`src/rtl/uart_dbg_pkg.sv`:
```
// Shared constants, FSM state type and byte-select helper for the register-dump UART path.
// The ST_CHKSUM state only exists when DUMP_CHECKSUM_EN is defined.
package uart_dbg_pkg;

    localparam logic [7:0] DUMP_SYNC_BYTE = 8'hA5;
    localparam int         NUM_DBG_REGS   = 32;
    localparam int         BYTES_PER_REG  = 4;

    typedef enum logic [2:0] {
        ST_IDLE,
        ST_SYNC,
        ST_WORD,
`ifdef DUMP_CHECKSUM_EN
        ST_CHKSUM,
`endif
        ST_FINISH
    } dump_state_e;

    // Little-endian byte select: idx 0 is bits 7:0.
    function automatic logic [7:0] reg_byte(input logic [31:0] word, input logic [1:0] idx);
        logic [7:0] b;
        case (idx)
            2'd0:    b = word[7:0];
            2'd1:    b = word[15:8];
            2'd2:    b = word[23:16];
            default: b = word[31:24];
        endcase
        return b;
    endfunction

endpackage

```
`src/rtl/uart_tx_byte.sv`:
```
// Single-byte 8N1 serialiser: start bit, eight data bits LSB first, stop bit, each CLKS_PER_BIT cycles.
// ready is high while idle and in the last cycle of the stop bit, so bytes chain with no gap.
module uart_tx_byte #(
    parameter int CLKS_PER_BIT = 16
) (
    input  logic       clk,
    input  logic       rst_n,
    input  logic [7:0] data,
    input  logic       valid,
    output logic       ready,
    output logic       tx
);

    localparam int               CNT_W     = (CLKS_PER_BIT > 1) ? $clog2(CLKS_PER_BIT) : 1;
    localparam logic [CNT_W-1:0] BAUD_LAST = CNT_W'(CLKS_PER_BIT - 1);
    localparam logic [3:0]       LAST_DATA = 4'd8;
    localparam logic [3:0]       STOP_BIT  = 4'd9;

    logic             active_q, active_d;
    logic [CNT_W-1:0] baud_cnt_q, baud_cnt_d;
    logic [3:0]       bit_idx_q, bit_idx_d;
    logic [7:0]       shift_q, shift_d;
    logic             tx_q, tx_d;
    logic             bit_end;

    assign bit_end = (baud_cnt_q == BAUD_LAST);
    assign ready   = !active_q || (bit_end && (bit_idx_q == STOP_BIT));
    assign tx      = tx_q;

    always_comb begin
        active_d   = active_q;
        baud_cnt_d = baud_cnt_q;
        bit_idx_d  = bit_idx_q;
        shift_d    = shift_q;
        tx_d       = tx_q;
        if (valid && ready) begin
            active_d   = 1'b1;
            baud_cnt_d = '0;
            bit_idx_d  = '0;
            shift_d    = data;
            tx_d       = 1'b0;
        end else if (active_q) begin
            if (!bit_end) begin
                baud_cnt_d = baud_cnt_q + CNT_W'(1);
            end else begin
                baud_cnt_d = '0;
                if (bit_idx_q == STOP_BIT) begin
                    active_d  = 1'b0;
                    bit_idx_d = '0;
                    tx_d      = 1'b1;
                end else begin
                    bit_idx_d = bit_idx_q + 4'd1;
                    if (bit_idx_q == LAST_DATA) begin
                        tx_d = 1'b1;
                    end else begin
                        tx_d    = shift_q[0];
                        shift_d = {1'b0, shift_q[7:1]};
                    end
                end
            end
        end
    end

    always_ff @(posedge clk or negedge rst_n) begin
        if (!rst_n) begin
            active_q   <= 1'b0;
            baud_cnt_q <= '0;
            bit_idx_q  <= '0;
            shift_q    <= '0;
            tx_q       <= 1'b1;
        end else begin
            active_q   <= active_d;
            baud_cnt_q <= baud_cnt_d;
            bit_idx_q  <= bit_idx_d;
            shift_q    <= shift_d;
            tx_q       <= tx_d;
        end
    end

endmodule

```
`src/rtl/reg_dump_uart_tx.sv`:
```
// Serialises x0..x31 from the debug register bus as one framed UART dump (sync byte, then 4 LE bytes per register).
// Define DUMP_CHECKSUM_EN to append an XOR checksum byte over the 128 payload bytes.
module reg_dump_uart_tx
    import uart_dbg_pkg::*;
#(
    parameter int CLK_FREQ_HZ = 50_000_000,
    parameter int BAUD        = 115_200
) (
    input  logic        clk,
    input  logic        reset,
    input  logic [31:0] dbg_regs [0:NUM_DBG_REGS-1],
    input  logic        dump_req,
    output logic        uart_tx,
    output logic        busy,
    output logic        done
);

    localparam int               CLKS_PER_BIT = CLK_FREQ_HZ / BAUD;
    localparam int               REG_W        = $clog2(NUM_DBG_REGS);
    localparam logic [REG_W-1:0] LAST_REG     = REG_W'(NUM_DBG_REGS - 1);
    localparam logic [1:0]       LAST_BYTE    = 2'(BYTES_PER_REG - 1);

    dump_state_e      state_q, state_d;
    logic [1:0]       byte_idx_q, byte_idx_d;
    logic [REG_W-1:0] reg_idx_q, reg_idx_d;
    logic [31:0]      hold_q, hold_d;
    logic [1:0]       byte_next;
    logic [REG_W-1:0] reg_next;
    logic             byte_valid;
    logic [7:0]       byte_data;
    logic             byte_ready;
`ifdef DUMP_CHECKSUM_EN
    logic [7:0]       chk_q, chk_d;
`endif

    assign byte_next = byte_idx_q + 2'd1;
    assign reg_next  = reg_idx_q + REG_W'(1);
    assign busy      = (state_q != ST_IDLE) && (state_q != ST_FINISH);
    assign done      = (state_q == ST_FINISH);

    // Byte 0 of each word goes straight from the bus while the whole word is captured for bytes 1..3.
    always_comb begin
        state_d    = state_q;
        byte_idx_d = byte_idx_q;
        reg_idx_d  = reg_idx_q;
        hold_d     = hold_q;
        byte_valid = 1'b0;
        byte_data  = DUMP_SYNC_BYTE;
        case (state_q)
            ST_IDLE: begin
                if (dump_req && byte_ready) begin
                    byte_valid = 1'b1;
                    byte_idx_d = '0;
                    reg_idx_d  = '0;
                    state_d    = ST_SYNC;
                end
            end
            ST_SYNC: begin
                if (byte_ready) begin
                    byte_valid = 1'b1;
                    byte_data  = reg_byte(dbg_regs[0], 2'd0);
                    hold_d     = dbg_regs[0];
                    byte_idx_d = '0;
                    reg_idx_d  = '0;
                    state_d    = ST_WORD;
                end
            end
            ST_WORD: begin
                if (byte_ready) begin
                    if (byte_idx_q != LAST_BYTE) begin
                        byte_valid = 1'b1;
                        byte_data  = reg_byte(hold_q, byte_next);
                        byte_idx_d = byte_next;
                    end else if (reg_idx_q != LAST_REG) begin
                        byte_valid = 1'b1;
                        byte_data  = reg_byte(dbg_regs[reg_next], 2'd0);
                        hold_d     = dbg_regs[reg_next];
                        byte_idx_d = '0;
                        reg_idx_d  = reg_next;
                    end else begin
`ifdef DUMP_CHECKSUM_EN
                        byte_valid = 1'b1;
                        byte_data  = chk_q;
                        state_d    = ST_CHKSUM;
`else
                        state_d    = ST_FINISH;
`endif
                    end
                end
            end
`ifdef DUMP_CHECKSUM_EN
            ST_CHKSUM: begin
                if (byte_ready) begin
                    state_d = ST_FINISH;
                end
            end
`endif
            ST_FINISH: begin
                state_d = ST_IDLE;
            end
            default: begin
                state_d = ST_IDLE;
            end
        endcase
    end

`ifdef DUMP_CHECKSUM_EN
    // Every payload byte is loaded on a transition that stays in or enters ST_WORD.
    always_comb begin
        chk_d = chk_q;
        if (state_q == ST_IDLE) begin
            chk_d = '0;
        end else if (byte_valid && (state_d == ST_WORD)) begin
            chk_d = chk_q ^ byte_data;
        end
    end

    always_ff @(posedge clk or negedge reset) begin
        if (!reset) begin
            chk_q <= '0;
        end else begin
            chk_q <= chk_d;
        end
    end
`endif

    always_ff @(posedge clk or negedge reset) begin
        if (!reset) begin
            state_q    <= ST_IDLE;
            byte_idx_q <= '0;
            reg_idx_q  <= '0;
            hold_q     <= '0;
        end else begin
            state_q    <= state_d;
            byte_idx_q <= byte_idx_d;
            reg_idx_q  <= reg_idx_d;
            hold_q     <= hold_d;
        end
    end

    uart_tx_byte #(
        .CLKS_PER_BIT(CLKS_PER_BIT)
    ) u_tx (
        .clk  (clk),
        .rst_n(reset),
        .data (byte_data),
        .valid(byte_valid),
        .ready(byte_ready),
        .tx   (uart_tx)
    );

endmodule

```
`config.mk`:
```
export PLATFORM = sky130hd
export DESIGN_NAME = reg_dump_uart_tx
export DESIGN_NICKNAME = d
export VERILOG_FILES = /design/src/rtl/uart_dbg_pkg.sv /design/src/rtl/uart_tx_byte.sv /design/src/rtl/reg_dump_uart_tx.sv
export SDC_FILE = /design/constraint.sdc
export NUM_CORES = 1
export LEC_CHECK = 0
export BUFFER_PORTS_ARGS = -buffer_cell sky130_fd_sc_hd__buf_4
export CAP_MARGIN = 20
export CORE_AREA = 2 2 399 401
export DETAILED_ROUTE_END_ITERATION = 16
export DIE_AREA = 0 0 401 403
export PLACE_DENSITY_LB_ADDON = 0.08
export SYNTH_ARGS = -nofsm -noshare
export SYNTH_HDL_FRONTEND = slang
export SYNTH_SLANG_ARGS = --single-unit
```
`constraint.sdc`:
```
create_clock -name clk -period 2.5 [get_ports clk]
set_input_delay 0.375 -clock clk [delete_from_list [all_inputs] [get_ports clk]]
set_output_delay 0.375 -clock clk [all_outputs]
set_load 0.02 [all_outputs]
```
# After elaboration in Yosys (flattened, before gate mapping)
# Index checks and enable logic that the tools add are counted.
[word_totals]
reg_bits = 65
out_inout_bits = 3
wordCells = 113
[op_classes]
n_reduce_logical = 19
n_eq_ne = 20
magnitude_cmp = 1
n_bitwise = 1
addsub = 4
mux = 59
[op_table]
columns = ["op", "count"]
rows = [
  ["two-way mux 32 bit", 6],
  ["binary-select mux 32 bit (select 5 bit)", 1],
  ["two-way mux 8 bit", 9],
  ["case mux 32 bit (2 select lines)", 1],
  ["two-way mux 9 bit", 3],
  ["two-way mux 5 bit", 5],
  ["case mux 8 bit (3 select lines)", 1],
  ["two-way mux 4 bit", 4],
  ["inequality test 2 bit (second input constant)", 8],
  ["case mux 8 bit (2 select lines)", 1],
  ["two-way mux 3 bit", 5],
  ["case mux 5 bit (3 select lines)", 1],
  ["AND reduction 5 bit", 3],
  ["two-way mux 1 bit", 14],
  ["two-way mux 2 bit", 5],
  ["adder 9 x 1 -> 9 bit (second input constant)", 1],
  ["equality test 9 bit (second input constant)", 1],
  ["case mux 3 bit (3 select lines)", 1],
  ["equality test 4 bit (second input constant)", 2],
  ["equality test 3 x 2 -> 1 bit (second input constant)", 2],
  [">= comparator 6 bit (second input constant)", 1],
  ["NOT 5 -> 6 bit", 1],
  ["case mux 2 bit (3 select lines)", 1],
  ["AND reduction 6 bit", 1],
  ["other kinds (20)", 26],
]

# Depth between registers and ports, before layout
# Gate-level depths: netlist of run 1.
[depth]
depth_word = 10
depth_mapped = 10

# Cells and area by module
# Synthesis of run 1 repeated with hierarchy kept, for this count alone.
[hier_totals]
cells_unflattened = 1175
hier_area_um2 = 11639.9
[by_module_without_submodules]
columns = ["module", "area_per_inst_um2", "cells_per_inst", "instances", "seq_area_each_um2"]
rows = [
  ["reg_dump_uart_tx", 10281.1, 1047, 1, 825.8],
  ["uart_tx_byte", 1358.8, 128, 1, 576.8],
]

# Worst setup path after synthesis of run 1
# No wires, ideal clock.
[synth_path]
path_kind = "reg2reg"
startpoint = "register reg_idx_q[1]"
endpoint = "register hold_q[19]"
required_time_ps = 2372
arrival_ps = 2292
period_less_slack_ps = 2421
path_stages_with_launch = 10
n_path_buf = 3
path_slack_ps = 79
path_cell_list = "dfrtp_1 > ha_1 > buf_2 > clkbuf_1 > buf_1 > mux4_2 > nand2_1 > nand4_1 > nand4_1 > o21ai_0"
[synth_between]
elab_chain_len = 9
word_cells_on_any_way = 12
classes_between = "1 x add/sub; 2 x eq/ne; 7 x mux; 1 x bitwise; 1 x reduce/logical"
[synth_rtl]
columns = ["item", "line", "text"]
rows = [
  ["start: declaration", "reg_dump_uart_tx.sv:25", "logic [REG_W-1:0] reg_idx_q, reg_idx_d;"],
  ["start signal: assignment", "reg_dump_uart_tx.sv:136", "reg_idx_q <= reg_idx_d;"],
  ["adder 5 x 1 -> 5 bit", "reg_dump_uart_tx.sv:37", "assign reg_next = reg_idx_q + REG_W'(1);"],
  ["NOT 5 -> 6 bit (not written as such)", "reg_dump_uart_tx.sv:77", "hold_d = dbg_regs[reg_next];"],
  ["binary-select mux 32 bit (select 5 bit)", "reg_dump_uart_tx.sv:77", ""],
  ["two-way mux 32 bit (not written as such) (2 in a row)", "reg_dump_uart_tx.sv:77", ""],
  ["two-way mux 32 bit", "reg_dump_uart_tx.sv:74", "end else if (reg_idx_q != LAST_REG) begin"],
  ["two-way mux 32 bit", "reg_dump_uart_tx.sv:70", "if (byte_idx_q != LAST_BYTE) begin"],
  ["two-way mux 32 bit", "reg_dump_uart_tx.sv:69", "if (byte_ready) begin"],
  ["case mux 32 bit (2 select lines)", "reg_dump_uart_tx.sv:49", "case (state_q)"],
  ["end signal: assignment", "reg_dump_uart_tx.sv:137", "hold_q <= hold_d;"],
  ["end: declaration", "reg_dump_uart_tx.sv:26", "logic [31:0] hold_q, hold_d;"],
]
# Several ways; a longest one is shown, not always the timed one. The select of a mux whose other input is x is not followed.
# A chain may end at the register's enable or synchronous reset.

# Final worst setup path of run 1
[layout_path]
startpoint = "register reg_idx_q[0]"
endpoint = "register hold_q[17]"
# Same word-level chain as after synthesis.

==> results of run 1 <==
cells in the mapped netlist (3+ instances only):
cell | number | area share, %
a211o_1 | 3 | 0.22
a22oi_1 | 4 | 0.25
buf_4 | 5 | 0.31
o211ai_1 | 7 | 0.43
buf_1 | 17 | 0.53
o31ai_1 | 7 | 0.43
nand4_1 | 158 | 8.2
and2_1 | 4 | 0.21
o311ai_0 | 7 | 0.51
a2bb2oi_1 | 4 | 0.29
o221ai_1 | 4 | 0.29
o21ai_0 | 33 | 1.4
a21oi_1 | 6 | 0.25
nor2_1 | 15 | 0.47
clkbuf_1 | 80 | 2.5
ha_1 | 16 | 1.7
mux2i_1 | 33 | 2.7
buf_2 | 31 | 1.3
xor2_1 | 9 | 0.65
o2111ai_1 | 3 | 0.22
nand3b_1 | 3 | 0.19
a31oi_1 | 4 | 0.21
a222oi_1 | 8 | 0.66
nor2b_1 | 38 | 2.0
mux4_2 | 258 | 48
o21ai_1 | 30 | 1.2
and3_1 | 3 | 0.16
inv_1 | 11 | 0.34
nand2_1 | 275 | 8.5
dfrtp_1 | 63 | 13
nand3_1 | 5 | 0.21
state kept, by name, indices dropped and copies added (netlist names):
| register | cells |
|---|---|
| hold_q | 32 |
| reg_idx_q | 5 |
| u_tx.baud_cnt_q | 9 |
| byte_idx_q | 2 |
| u_tx.active_q | 1 |
| u_tx.bit_idx_q | 4 |
| u_tx.tx | 1 |
| u_tx.shift_q | 8 |
| state_q | 2 |
worst max-delay path: stages, from the launching register on:
cell and delay (ns):
dfrtp_4 0.52, ha_4 0.33, buf_12 0.16, buf_16 0.16, buf_6 0.12, mux4_2 0.38
nand2_2 0.09, nand4_1 0.26, buf_6 0.24, nand4_1 0.08, o21ai_1 0.07
final cells by class:
cell class	instances	area, µm²	share of cell area (%)
diodes	19	47.5	0.188
clock buffers	9	225	0.892
clock inverters	7	143	0.565
inverters	13	50.0	0.198
multi-input cells	968	10100	40.0
flip-flops and latches	64	1610	6.37
well taps	2072	2590	10.3
repair buffers	1277	10500	41.5
per-stage QoR:
step	setup slack, ns	util (%)	instance area (µm²)	cells
2_1_floorplan	0.0794	-	12100	1178
3_3_place_gp	-0.344	15.1	23900	4349
3_5_place_dp	-0.338	15.1	23900	4349
4_1_cts	-0.107	15.8	24900	4400
5_1_grt	-0.141	16.0	25200	4426
6_report	-0.0772	16.0	25300	4429
cell families after synthesis:
family	Yosys count	share of synthesized area, %
compound gates	136	7.74
simple gates	514	20.7
xor+xnor	11	0.797
buf+inv	146	5.01
flops	64	13.3
mux	291	50.8
fa+ha+maj	16	1.66
per-layer routing:
metal	vias up	wire, µm
met5	-	74
met1	8371	52200
met3	59	8360
li1	7147	-
met4	14	1570
met2	652	70300
power groups by stage:
stage | Clock (mW) | Sequential, mW | Combinational [mW]
after global placement | 0 | 1.05 | 2.12
after floorplan | 0 | 1.06 | 0.454
after detailed placement | 0 | 1.05 | 2.12
final | 1.68 | 1.04 | 2.11
after global routing | 1.79 | 1.03 | 2.21
after CTS | 1.74 | 1.04 | 2.13
layout by cell type, fill, tap and decap left out, types with 5 or more instances in the layout:
master	netlist	layout
buf_4	5	1189
nand2_1	275	258
mux4_2	258	258
nand4_1	158	158
dfrtp_1	63	61
nor2b_1	38	37
o21ai_1	30	34
buf_12	0	34
buf_6	0	33
mux2i_1	33	32
o21ai_0	33	29
diode_2	0	19
nand2_2	0	17
nor2_1	15	15
ha_1	16	12
clkbuf_16	0	12
inv_1	11	10
buf_16	0	10
a222oi_1	8	8
xor2_1	9	7
o211ai_1	7	7
o31ai_1	7	6
a21oi_1	6	5
buf_8	0	5
path summary, 6_finish.rpt:
check	start	to	slack [ns]	cells past startpoint
worst max register to register	reg_idx_q[0]	hold_q[17]	-0.08	10
worst min-delay path	dbg_regs[999]	hold_q[7]	0.32	3
max in group asynchronous	reset	hold_q[16]	1.34	3
worst min register to register	u_tx.tx	u_tx.tx	0.50	2
worst max-delay path	reg_idx_q[0]	hold_q[17]	-0.08	10
min in group asynchronous	reset	u_tx.shift_q[0]	0.52	2
repair_timing:
action / 4_1_cts / 5_1_grt
resized for setup: 52 / 57
hold buffers: 1 / 0
gates cloned: 6 / 3
setup endpoints to repair: 36 / 39
buffers inserted: 30 / 8
endpoints found under the hold margin: 17 / 0
pin swaps: 42 / 36
==> summary.md, run 1 <==
| Metric | Value |
|---|---|
| Drt first pass iters | `5` |
| VDD IR-drop max | `0.000314 V` |
| Final worst setup slack | `-0.0772 ns` |
| NetSw | `1.30 mW` |
| Routed WL | `133000 µm` |
| Total power | `4.82 mW` |
| Syn Inst Count | `1178` |
| Synth Warn # | `0` |
| Via count | `16200` |
| Clock Skew | `0.00826 ns` |
| # fillers | `17800` |
| Layer with the highest usage | `met2` |
| CP endpoint kind | `register` |
| Pin count of the biggest net entering global routing | `59` |
| Met1 Resource Use GR | `18.7%` |
| Die height | `403 µm` |
| Total global-route track usage | `15.7%` |
| P per Cell Area | `191 mW/mm²` |
| Initial antenna violation count | `42` |
| GPL Wtd Cong | `0.878` |
| Vias in the first global route | `18200` |
| Die area | `0.162 mm²` |
| Crit path time final | `2.58 ns` |
| Longest Clk Path Bufs | `2` |
| CTS tree | `done` |
| Async SR Flop Fraction | `100%` |
| Fin Hold WS | `0.315 ns` |
| Vias/cell | `3.67` |
| Most used DFF post-synth | `dfrtp_1` |
| Syn Nets | `2221` |
| Root Driver | `clkbuf_16` |
| Remaining antenna violation count | `0` |
| Fmax | `0.388 GHz` |
| DR WL/cell | `29.9 µm` |
| Area Overhead vs Synth | `109%` |
| Failing checks | `negative setup slack` |
| First-pass GRT wire length | `171000 µm` |
| Die width | `401 µm` |
| Initial core utilization | `7.67%` |
| Required @ worst endpoint | `2.75 ns` |
| Row cnt | `146` |
| Mean Syn Cell Area | `10.3 µm²` |
| DPL Wire Length | `118000 µm` |
| Slew margin rel. | `44.6%` |
| # IOs | `1030` |
| CTS Buf Count | `9` |
| Drt drc | `0` |
| Leakage power | `10.6 nW` |
| Clock Power Share | `34.8%` |
| PortBufs | `1029` |
| Status | `complete, but fails checks` |
| RSZ-0062 raised after global routing | `true` |
| Register area share after synthesis | `13.3%` |
| Initial DRC Count | `1102` |
| Maximum fanout along the worst path | `7` |
| Switching Fraction | `27.0%` |
| Clock transition at the registers of the reported paths | `0.07 ns` |
| Clock network latency to the later pin of the worst-skew pair | `0.37 ns` |
| Comb pwr share | `43.7%` |
| Clock sinks | `64` |
| Final worst path period share | `103%` |
| Final Hold Vio Count | `0` |
| Layout cells sized above 1 | `68.4%` |
| HP Class | `in -> reg` |
| Gr ovfl total | `0` |
| # H-tree levels | `3` |
| Setup violators final | `12` |
| Actual slew at the worst max-slew pin | `0.822 ns` |
| Flop pwr share | `21.5%` |
| GR Layer Usage met3 | `3.90%` |
| Critical Path Start Type | `register` |
| Crit Path Category | `reg -> reg` |
| Nets | `3376` |
| Fin Setup TNS | `-0.422 ns` |
| Worst EP arrival | `2.82 ns` |
| Synth Cell Area | `0.0121 mm²` |
| Max-cap viol count | `0` |
| P_int | `3.52 mW` |
| CORE AREA | `0.157 mm²` |
| EDFF count, synth | `0` |
| Netlist cell types | `57` |
| Yosys reg bits | `64` |
| Slew Limit Fails | `0` |
| M2 GR Usage | `28.5%` |
Note: power is estimated with default switching activity, not from simulation.
==> inputs of run 2 (changes only) <==
--- a/config.mk
+++ b/config.mk
@@ -5,12 +5,14 @@
 export SDC_FILE = /design/constraint.sdc
 export NUM_CORES = 1
 export LEC_CHECK = 0
-export BUFFER_PORTS_ARGS = -buffer_cell sky130_fd_sc_hd__buf_4
+export BUFFER_PORTS_ARGS = -buffer_cell sky130_fd_sc_hd__buf_2
 export CAP_MARGIN = 20
-export CORE_AREA = 2 2 399 401
+export CORE_AREA = 2 2 405 407
+export CTS_BUF_LIST = sky130_fd_sc_hd__clkbuf_8
 export DETAILED_ROUTE_END_ITERATION = 16
-export DIE_AREA = 0 0 401 403
+export DIE_AREA = 0 0 407 409
 export PLACE_DENSITY_LB_ADDON = 0.08
+export SKIP_LAST_GASP = 1
 export SYNTH_ARGS = -nofsm -noshare
 export SYNTH_HDL_FRONTEND = slang
 export SYNTH_SLANG_ARGS = --single-unit
==> run 2 against run 1 <==
Against the previous run:
- the run still ends with negative setup slack left
- non-clock buffer count grew 3
- design area shrank 9.8%
- die area grew 3.0%
- total power shrank 24%
- sequential share of layout area grew 0.68 points
- critical path depth shrank 2
- sequential power is essentially flat
- largest power group unchanged
==> summary.md, run 2 (synthesis results as in run 1) <==
| Metric | Value |
|---|---|
| GPL Wtd Cong | `0.827` |
| Required @ worst endpoint | `2.78 ns` |
| Total global-route track usage | `14.8%` |
| Status | `complete, but fails checks` |
| CP Launch Point | `reg_idx_q[0]` |
| Actual slew at the worst max-slew pin | `0.475 ns` |
| Clock transition at the registers of the reported paths | `0.09 ns` |
| PortBufs | `1029` |
| Critical Path Start Type | `register` |
| Total power | `3.69 mW` |
| Fmax | `0.388 GHz` |
| Layout cells sized above 1 | `68.5%` |
| CP peak stage delay | `0.52 ns` |
| Clock network latency to the later pin of the worst-skew pair | `0.42 ns` |
| Vias/cell | `3.63` |
| Slew margin rel. | `68.1%` |
| HP Class | `in -> reg` |
| DP Cell Count | `4455` |
| Via count | `16500` |
| DR WL/cell | `28.4 µm` |
| Maximum fanout along the worst path | `7` |
| Drt drc | `0` |
| Clock sinks | `64` |
| CTS Buf Count | `9` |
| Leakage power | `9.73 nW` |
| Biggest register | `hold_q` |
| Failing checks | `negative setup slack` |
| VDD IR-drop max | `0.000217 V` |
| Nets | `3379` |
| First-pass GRT wire length | `166000 µm` |
| Fin Hold WS | `0.338 ns` |
| Row cnt | `148` |
| Vias in the first global route | `17900` |
| Final worst setup slack | `-0.0758 ns` |
| Setup violators final | `7` |
| Number of flip-flops in the largest register | `32` |
| Routed WL | `129000 µm` |
| Gr ovfl total | `0` |
| DPL Wire Length | `114000 µm` |
| CP endpoint kind | `register` |
| Hold_sp | `dbg_regs[999]` |
| CORE AREA | `0.162 mm²` |
| Max-cap viol count | `0` |
| Drt first pass iters | `5` |
| Post-Layout Inst Area | `0.0228 mm²` |
| CTS tree | `done` |
| RSZ-0062 raised after global routing | `true` |
| Crit path max-delay cell type | `mux4_2` |
| Initial core utilization | `7.46%` |
| Crit path time final | `2.58 ns` |
| # H-tree levels | `3` |
| # IOs | `1030` |
| Worst EP arrival | `2.86 ns` |
| Die area | `0.166 mm²` |
| Crit Path Category | `reg -> reg` |
| Largest regs | `hold_q (32), u_tx.baud_cnt_q (9), u_tx.shift_q (8)` |
| Clock Skew | `0.0293 ns` |
| FF-to-FF Start | `reg_idx_q[0]` |
| Pin count of the biggest net entering global routing | `47` |
| Initial antenna violation count | `72` |
| P per Cell Area | `162 mW/mm²` |
| Root Driver | `clkbuf_8` |
| Longest Clk Path Bufs | `2` |
| Post-DP Area | `0.0215 mm²` |
| Final worst path period share | `103%` |
| CP cell instances | `ha_4, buf_12, buf_6, mux4_2, mux4_2, mux2i_2, buf_4, o311ai_4` |
| Die height | `409 µm` |
| Finished Layout Cells | `4528` |
| Most frequent cells in the layout | `buf_2, nand2_1, mux4_2` |
| Remaining antenna violation count | `0` |
| Initial DRC Count | `1100` |
| Final Hold Vio Count | `0` |
| Worst path most repeated cell | `mux4_2` |
| Area Overhead vs Synth | `88.6%` |
| Slew Limit Fails | `0` |
| Fin Setup TNS | `-0.207 ns` |
| Die width | `407 µm` |
| Commonest non-fill, non-tap cell in the layout | `buf_2` |
-- run 2: changes by cell type in the layout (fill, tap and decap cells not counted), moves of 5 or more --
cell	before	now
o21ai_2	1	9
clkbuf_8	0	10
buf_4	1189	163
buf_2	0	1028
o21ai_1	34	22
nand2_2	17	3
diode_2	19	12
mux2i_1	32	27
clkbuf_16	12	2
nand2_1	258	271
-- run 2: cell type report --
type                    count  area, µm²
diodes                     12       30.0
multi-input cells         968      10200
well taps                2175       2720
clock buffers              10        138
fillers                 18600     139000
flip-flops and latches     64       1610
clock inverters             6       61.3
repair buffers           1280       8010
inverters                  13       51.3
-- run 2: worst paths after layout --
check	depth (start not counted)	endpoint	slack (ns)
max in group asynchronous	3	hold_q[9]	1.34
min in group asynchronous	2	u_tx.bit_idx_q[3]	0.52
max	8	u_tx.shift_q[7]	-0.08
min	3	hold_q[7]	0.34
max reg2reg	8	u_tx.shift_q[7]	-0.08
min reg2reg	2	u_tx.tx	0.49
-- run 2: where the power goes --
group | leakage [nW] | switching [mW] | internal (mW)
Combinational | 8.96 | 0.666 | 0.958
Clock | 0.0958 | 0.545 | 0.483
Sequential | 0.677 | 0 | 1.03
-- run 2: critical path: cells and delay by family, from the launching register on --
| kind | cells | cell delay (ns) |
|---|---|---|
| buffers and inverters | 3 | 0.48 |
| AO/OA/AOI/OAI | 1 | 0.08 |
| adder cells (fa/ha/maj) | 1 | 0.35 |
| flip-flops | 1 | 0.51 |
| multiplexers | 3 | 1.01 |
-- run 2: metrics by stage --
step | utilization (%) | setup slack, ns
detailed placement | 13.2 | -0.372
floorplan | - | 0.0794
CTS | 13.9 | -0.100
global route | 14.1 | -0.139
finish | 14.1 | -0.0758
global placement | 13.2 | -0.300
-- run 2: what timing repair did --
item                       4_1_cts  5_1_grt
hold endpoints to repair        25        0
buffers inserted                34        3
gates cloned                     9        3
resized for setup               49       67
pin swaps                       27       24
setup endpoints to repair       39       46
hold buffers                     1        0
-- run 2: per-layer routing --
layer	part of all wire, %	wire [µm]	track usage, %	up-vias
li1	-	-	-	7129
met1	40	51200	18.1	8466
met2	53	68000	27.3	744
met3	5.7	7310	2.52	91
met4	1.4	1760	2.03	26
met5	0.13	169	0	-
